**config.mk**
```make
export PLATFORM = sky130hd
export DESIGN_NAME = nan_pixel_framer
export DESIGN_NICKNAME = d
export VERILOG_FILES = /design/src/rtl/nan_pixel_framer.sv
export SDC_FILE = /design/constraint.sdc
export NUM_CORES = 1
export LEC_CHECK = 0
export CAP_MARGIN = 20
export CORE_ASPECT_RATIO = 0.9
export CORE_MARGIN = 3
export CORE_UTILIZATION = 40
export CTS_BUF_LIST = sky130_fd_sc_hd__clkbuf_8 sky130_fd_sc_hd__clkbuf_16
export DETAILED_ROUTE_END_ITERATION = 10
export SLEW_MARGIN = 20
export SYNTH_ARGS = -nofsm -noshare
export SYNTH_HDL_FRONTEND = slang
export SYNTH_SLANG_ARGS = --single-unit
```
**constraint.sdc**
```tcl
create_clock -name SCLOCK -period 8.54 [get_ports SCLOCK]
set_clock_uncertainty 0.05 [all_clocks]
set_input_delay 1.708 -clock SCLOCK [delete_from_list [all_inputs] [get_ports SCLOCK]]
set_output_delay 1.708 -clock SCLOCK [all_outputs]
set_load 0.005 [all_outputs]
```
**src/rtl/nan_pixel_framer.sv**
```systemverilog
// NanEye pixel framer: tags deserialized pixels with SOF/EOL/EOF and buffers them in a FWFT FIFO.
// Optional build macro PIXEL_FRAMER_TEST_PATTERN_EN replaces pixel data with {row[4:0], col[4:0]}.
module nan_pixel_framer #(
    parameter int C_COLS    = 250,
    parameter int C_ROWS    = 250,
    parameter int C_FIFO_AW = 4,
    parameter int C_CNT_W   = 9
) (
    input  logic                 SCLOCK,
    input  logic                 RESET,
    input  logic                 FRAME_SYNC_START,
    input  logic [9:0]           PIX_DATA,
    input  logic                 PIX_VALID,
    output logic [9:0]           OUT_DATA,
    output logic                 OUT_SOF,
    output logic                 OUT_EOL,
    output logic                 OUT_EOF,
    output logic                 OUT_VALID,
    input  logic                 OUT_READY,
    output logic                 OVERFLOW,
    output logic                 FRAME_ABORT,
    output logic [15:0]          FRAME_CNT,
    output logic [C_FIFO_AW:0]   FIFO_LEVEL
);

    localparam int DEPTH = 1 << C_FIFO_AW;
    localparam logic [C_FIFO_AW:0] FULL_LVL = DEPTH[C_FIFO_AW:0];
    localparam logic [C_CNT_W-1:0] LAST_COL = C_CNT_W'(C_COLS - 1);
    localparam logic [C_CNT_W-1:0] LAST_ROW = C_CNT_W'(C_ROWS - 1);

    typedef enum logic [1:0] {S_IDLE, S_ACTIVE, S_DONE} state_t;

    state_t               state_q;
    logic                 fs_q;
    logic [C_CNT_W-1:0]   col_q, row_q, col_d, row_d;
    logic                 ovf_q, abort_q;
    logic [15:0]          cnt_q;

    logic [C_FIFO_AW-1:0] wr_ptr_q, rd_ptr_q;
    logic [C_FIFO_AW:0]   level_q, level_d;
    logic [12:0]          mem_q [DEPTH];

    logic                 fs_rise, push, pop, full, wr_en, drop;
    logic [C_CNT_W-1:0]   col_eff, row_eff;
    logic                 sof, eol, eof;
    logic [9:0]           pix_val;
    logic [12:0]          pix_word, head;

    assign fs_rise = FRAME_SYNC_START & ~fs_q;
    assign push    = PIX_VALID & (state_q == S_ACTIVE);
    assign pop     = OUT_VALID & OUT_READY;
    assign full    = (level_q == FULL_LVL);
    assign wr_en   = push & (~full | pop);
    assign drop    = push & full & ~pop;

    // A frame restart on the same cycle as a pixel makes that pixel the new SOF.
    assign col_eff = fs_rise ? '0 : col_q;
    assign row_eff = fs_rise ? '0 : row_q;
    assign sof     = (row_eff == '0) && (col_eff == '0);
    assign eol     = (col_eff == LAST_COL);
    assign eof     = eol && (row_eff == LAST_ROW);

`ifdef PIXEL_FRAMER_TEST_PATTERN_EN
    assign pix_val = {row_eff[4:0], col_eff[4:0]};
`else
    assign pix_val = PIX_DATA;
`endif

    assign pix_word = {sof, eol, eof, pix_val};

    always_comb begin
        col_d = col_eff;
        row_d = row_eff;
        if (push) begin
            if (eof) begin
                col_d = '0;
                row_d = '0;
            end else if (eol) begin
                col_d = '0;
                row_d = row_eff + 1'b1;
            end else begin
                col_d = col_eff + 1'b1;
            end
        end
    end

    always_ff @(posedge SCLOCK or negedge RESET) begin
        if (!RESET) begin
            state_q <= S_IDLE;
            fs_q    <= 1'b0;
            col_q   <= '0;
            row_q   <= '0;
            ovf_q   <= 1'b0;
            abort_q <= 1'b0;
            cnt_q   <= '0;
        end else begin
            fs_q    <= FRAME_SYNC_START;
            col_q   <= col_d;
            row_q   <= row_d;
            abort_q <= 1'b0;
            // A drop in the restart cycle belongs to the new frame, so it wins over the clear.
            if (drop)
                ovf_q <= 1'b1;
            else if (fs_rise)
                ovf_q <= 1'b0;
            case (state_q)
                S_IDLE: begin
                    if (fs_rise)
                        state_q <= S_ACTIVE;
                end
                S_ACTIVE: begin
                    if (fs_rise) begin
                        abort_q <= 1'b1;
                    end else if (push && eof) begin
                        state_q <= S_DONE;
                        cnt_q   <= cnt_q + 16'd1;
                    end
                end
                S_DONE:  state_q <= S_IDLE;
                default: state_q <= S_IDLE;
            endcase
        end
    end

    always_comb begin
        level_d = level_q;
        if (wr_en && !pop)
            level_d = level_q + 1'b1;
        else if (pop && !wr_en)
            level_d = level_q - 1'b1;
    end

    always_ff @(posedge SCLOCK or negedge RESET) begin
        if (!RESET) begin
            wr_ptr_q <= '0;
            rd_ptr_q <= '0;
            level_q  <= '0;
        end else begin
            level_q <= level_d;
            if (wr_en)
                wr_ptr_q <= wr_ptr_q + 1'b1;
            if (pop)
                rd_ptr_q <= rd_ptr_q + 1'b1;
        end
    end

    // Storage carries data only, so it is left out of reset; the output mux hides stale entries.
    always_ff @(posedge SCLOCK) begin
        if (wr_en)
            mem_q[wr_ptr_q] <= pix_word;
    end

    assign head      = mem_q[rd_ptr_q];
    assign OUT_VALID = (level_q != '0);
    assign {OUT_SOF, OUT_EOL, OUT_EOF, OUT_DATA} = OUT_VALID ? head : 13'd0;

    assign OVERFLOW    = ovf_q;
    assign FRAME_ABORT = abort_q;
    assign FRAME_CNT   = cnt_q;
    assign FIFO_LEVEL  = level_q;

endmodule

```
; Word-level counts from Yosys, hierarchy flattened
; Memories as Yosys holds them, arrays and structs flattened.
; Cells that the tools add are included.
[word_totals]
reg_bits = 52
ram_bits = 208
output_inout_bits = 37
word_cells = 72
memories = 1
[mem_list]
columns = name, words, word_bits, read_ports, rd_ports_with_merged_regs, write_ports, line_no
row1 = mem_q, 16, 13, 1, 0, 1, 41  ; logic [12:0] mem_q [DEPTH];
[classes]
addsub = 7
n_eq_ne = 7
n_mux = 21
n_bitwise = 11
reduce_logical = 15
[ops]
columns = cell, count
row1 = 9-bit 2-to-1 mux, 8
row2 = "9-bit by 1-bit adder with 9-bit output, second input constant", 2
row3 = "9-bit by 8-bit equality test with 1-bit output, second input constant", 2
row4 = 9-bit logical NOT, 2
row5 = "16-bit by 1-bit adder with 16-bit output, second input constant", 1
row6 = 13-bit 2-to-1 mux, 1
row7 = 5-bit 2-to-1 mux, 2
row8 = "4-bit by 1-bit adder with 4-bit output, second input constant", 2
row9 = 1-bit AND, 6
row10 = 1-bit 2-to-1 mux, 6
row11 = 2-bit 2-to-1 mux, 3
row12 = 3-bit AND reduction, 2
row13 = "5-bit by 1-bit adder with 5-bit output, second input constant", 1
row14 = "5-bit equality test, second input constant", 1
row15 = 1-bit logical AND, 5
row16 = 5-bit nonzero test, 1
row17 = "5-bit by 1-bit subtractor with 5-bit output, second input constant", 1
row18 = "2-bit != test, second input constant", 2
row19 = 1-bit inverter, 4
row20 = 2-bit one-hot mux with 2 select lines, 1
row21 = 2-bit nonzero test, 2
row22 = "2-bit by 1-bit equality test with 1-bit output, second input constant", 1
row23 = 1-bit logical NOT, 2
row24 = 2-bit logical NOT, 1
row25 = 2 further kinds, 2

; Logic depth before layout (Yosys ltp)
[depth]
depth_word = 9
ltp_mapped = 12
depth_no_buf = 12

; Worst setup path after synthesis
; OpenSTA, ideal clock, no wires.
[synth_path]
kind = input to register
from = input FRAME_SYNC_START
to = memory mem_q[0][10], data pin
setup_time_ps = 327
arrival_time_ps = 3740
required_time_ps = 8163
path_slack_ps = 4423
path_stages = 9
n_path_buf = 2
path_cell_list = nand2b_1 > buf_2 > clkbuf_1 > nand2_1 > inv_1 > ha_1 > and4bb_2 > nand4_1 > nor3_1
[synth_between]
elab_chain_len = 4
elab_cells_between_ends = 6
classes_between = 2 x eq/ne / 2 x mux / 1 x bitwise / 1 x reduce/logical
[synth_rtl]
columns = item, line_no
row1 = from (decl), 11  ; input logic FRAME_SYNC_START,
row2 = 1-bit AND (*), 49  ; assign fs_rise = FRAME_SYNC_START & ~fs_q;
row3 = 9-bit 2-to-1 mux (on tied branches), "57, 58"
row4 = 9-bit by 8-bit equality test with 1-bit output (on tied branches), "60, 61"
row5 = 1-bit logical AND (*), 61  ; assign eof = eol && (row_eff == LAST_ROW);
row6 = named net eof, 45  ; logic sof, eol, eof;
row7 = to (decl), 41
; The timed path passes the listed nets; every way through them passes the cells marked *.

; Worst setup path in the final report
[layout_path]
from = register rd_ptr_q[0]
to = output OUT_DATA[5]
[layout_between]
elab_chain_len = 2
[layout_rtl]
columns = item, line_no
row1 = from (decl), 39  ; logic [C_FIFO_AW-1:0] wr_ptr_q, rd_ptr_q;
row2 = from (signal assigned), 143  ; rd_ptr_q <= rd_ptr_q + 1'b1;
row3 = memory 16 x 13 bit, --
row4 = 13-bit 2-to-1 mux, 155  ; assign {OUT_SOF, OUT_EOL, OUT_EOF, OUT_DATA} = OUT_VALID ? head : 13'd0;
row5 = to (decl), 14  ; output logic [9:0] OUT_DATA,
; Every way passes these cells.

==> impl_metrics.csv <==
group,metric,value,unit
yosys,synth_ff_type,"edfxtp_1",
yosys,syn-cell-area,0.0108,sq mm
pwr,swShare,28.7,%
yosys,yosysTopAreaCell,"edfxtp_1",
detailed_routing,drtIter0Drc,347,
critical_path,critPathArrivalTime,3.32,ns
yosys,synth_area_leaders,"edfxtp_1, dfrtp_1, mux4_2",
die,die_h,162,microns
detailed_routing,drcViolationCount,0,
detailed_routing,drt-total-wl,23.3,mm
die,initial_core_util,41.0,%
detailed_routing,ant_nets,0,
die,boundaryPins,52,
yosys,syn_inst,619,
grt,grt_overflow,0,
pwr,internal_power,2.74,mW
layout,area.growth.synth_to_final,16.3,%
timing,finalCriticalPeriod,5.08,ns
place,placed_area,0.0116,sq mm
layout,drive_gt1_share,16.6,%
critical_path,ff2ff_setup_slack,5.35,ns
pwr,pwr-share-comb,28.2,%
die,coreArea,0.0263,sq mm
detailed_routing,post_drt_wl_per_cell,22.2,microns
clock_tree,clk_path_buf_depth,3,
die,die-area,0.0289,sq mm
detailed_routing,vias,5732,
yosys,synth_common_cells,"edfxtp_1, dfrtp_1, mux4_2",
timing,hold_viol_final,0,
clock_tree,clockRootBuffer,"clkbuf_16",
yosys,ys_seq_area_share,70.1,%
timing,rsz0062_at_grt,"no",
job,cap_viol_max_count,0,
timing,worst_pin_slew,1.04,ns
clock_tree,postCtsResizedCells,0,
place,place_congestion,0.815,
timing,fmax,197,MHz
clock_tree,clk_pin_slew,0.06,ns
min_path,min_path_type,"flop to flop",
detailed_routing,viasPerCell,5.47,
critical_path,r2r_cells,8,
pwr,powerDensity,307,mW/mm^2
yosys,yosys_register_bits,260,
critical_path,cp-end-kind,"output pin",
place,io_buffers,51,
clock_tree,cts_hold_buf,0,
grt,grt_usage,16.3,%
yosys,syn-num-nets,651,
yosys,async_flop_share,20.0,%
yosys,synth_top_area_share,58.0,%
grt,grt_pass1_wl,35.7,mm
place,dpl.hpwl,13.3,mm
timing,setup-tns-final,0,ns
critical_path,path_max_fanout,49,
clock_tree,cts_buffers,27,
pwr,p_leak,4.34,nW
layout,antenna_cells,0,
pwr,seqPwrFrac,41.6,%
run_status,status,"finished clean",
clock_tree,htreeDepth,1,
layout,nets,711,
die,die_w,179,microns
die,fp-row-count,56,
yosys,synth_cell_types,46,
clock_tree,clk_latency,0.52,ns
critical_path,cp-start-kind,"flop",
yosys,avgSynthCellArea,17.4,sq um
grt,grt_start_max_net_pins,53,
clock_tree,cts_num_sinks,260,
pwr,ir_drop,0.000171,V
clock_tree,tritoncts,"yes",
layout,fin_area,0.0125,sq mm
timing,slew_viol_final,0,
timing,slew_headroom,30.4,%
timing,finalSetupViolCount,0,
timing,fin_crit_sh,59.5,%
yosys,yosys_warnings,0,
yosys,synth_edf_count,208,
detailed_routing,dr.pass1.iters,5,
critical_path,crit_required,6.78,ns
min_path,hold_depth,1,
clock_tree,post_cts_buffers,0,
grt,antenna_found_initial,0,
pwr,switchingPower,1.10,mW
critical_path,crit_type,"flop to output pin",
pwr,p_clk_share,30.2,%
yosys,yosysMostFrequentCell,"edfxtp_1",
grt,grt_pass1_vias,5966,
[final timing paths]
kind | endpoint | from
worst max-delay path | OUT_DATA[5] | rd_ptr_q[0]
worst min-delay path | state_q[0] | state_q[1]
worst max register to register | FRAME_CNT[9] | fs_q
worst min register to register | state_q[0] | state_q[1]
max in group asynchronous | rd_ptr_q[0] | RESET
min in group asynchronous | row_q[6] | RESET
[layout make-up]
class                      instances  area (sq um)
multi-input combinational        324          3070
clock buffer                      29           703
timing repair buffer              56           543
fill                            2240         13800
sequential                       260          7550
tap                              348           435
inverter                          10          37.5
clock inverter                    21           176
[flip-flops by register name, indices dropped and copies added, names as in the netlist]
name,count
FIFO_LEVEL,5
FRAME_ABORT,1
FRAME_CNT,16
OVERFLOW,1
col_q,9
fs_q,1
mem_q,208
rd_ptr_q,4
row_q,9
state_q,2
wr_ptr_q,4
[critical path, stage by stage (launching register included)]
cell	delay, ns
dfrtp_4	0.49
buf_4	0.80
mux4_2	0.60
mux2i_1	0.19
o22ai_1	0.16
clkdlybuf4s50_1	0.54
[metrics by stage]
stage	utilization, %	worst slack [ns]	hold slack (ns)	power (mW)	std cells
after CTS	47.6	3.32	0.412	3.88	1048
after global routing	47.6	3.22	0.436	4.02	1048
after global placement	44.3	3.72	0.397	2.69	998
final	47.6	3.46	0.407	3.84	1048
after floorplan	-	4.42	0.378	2.29	619
after detailed placement	44.3	3.48	0.412	2.73	998
[cells in the final DEF (no fill, tap or decap), types with 15 or more instances in the layout]
| cell | Yosys | routed |
|---|---|---|
| nand3_1 | 18 | 18 |
| edfxtp_1 | 208 | 208 |
| clkbuf_16 | 0 | 27 |
| mux4_2 | 52 | 52 |
| xnor2_1 | 25 | 25 |
| nand2_1 | 39 | 39 |
| inv_1 | 9 | 15 |
| nor2_1 | 21 | 20 |
| clkdlybuf4s50_1 | 0 | 50 |
| o22ai_1 | 15 | 15 |
| ha_1 | 16 | 16 |
| nand4_1 | 16 | 16 |
| dfrtp_1 | 52 | 50 |
| mux2i_1 | 26 | 26 |
[power by group through the flow]
stage | Clock [mW] | Combinational [mW] | Sequential (mW)
2_1_floorplan | 0 | 0.711 | 1.58
3_3_place_gp | 0 | 1.08 | 1.61
3_5_place_dp | 0 | 1.10 | 1.62
4_1_cts | 1.18 | 1.11 | 1.60
5_1_grt | 1.23 | 1.18 | 1.61
6_report | 1.16 | 1.08 | 1.60
[routing by layer]
metal | vias up | track usage, % | share of wire, %
met3 | 30 | 2.40 | 4.6
met2 | 143 | 25.9 | 48
li1 | 2559 | - | -
met4 | 0 | 3.51 | 1.9
met5 | - | 0 | 0
met1 | 3000 | 24.2 | 46
[cells by family (layout without fill, tap and decap cells)]
group | count (synthesis) | count (layout) | share of synthesized area (%)
DFF | 260 | 260 | 70.1
xor gates and xnor gates | 31 | 31 | 2.52
and+or+nand+nor | 152 | 152 | 7.83
muxes | 82 | 82 | 13.7
adders and majority gates | 17 | 17 | 2.05
AOI/OAI and AO/OA | 42 | 42 | 2.35
buffers and inverters | 35 | 116 | 1.44
(Power assumes the default switching activity.)
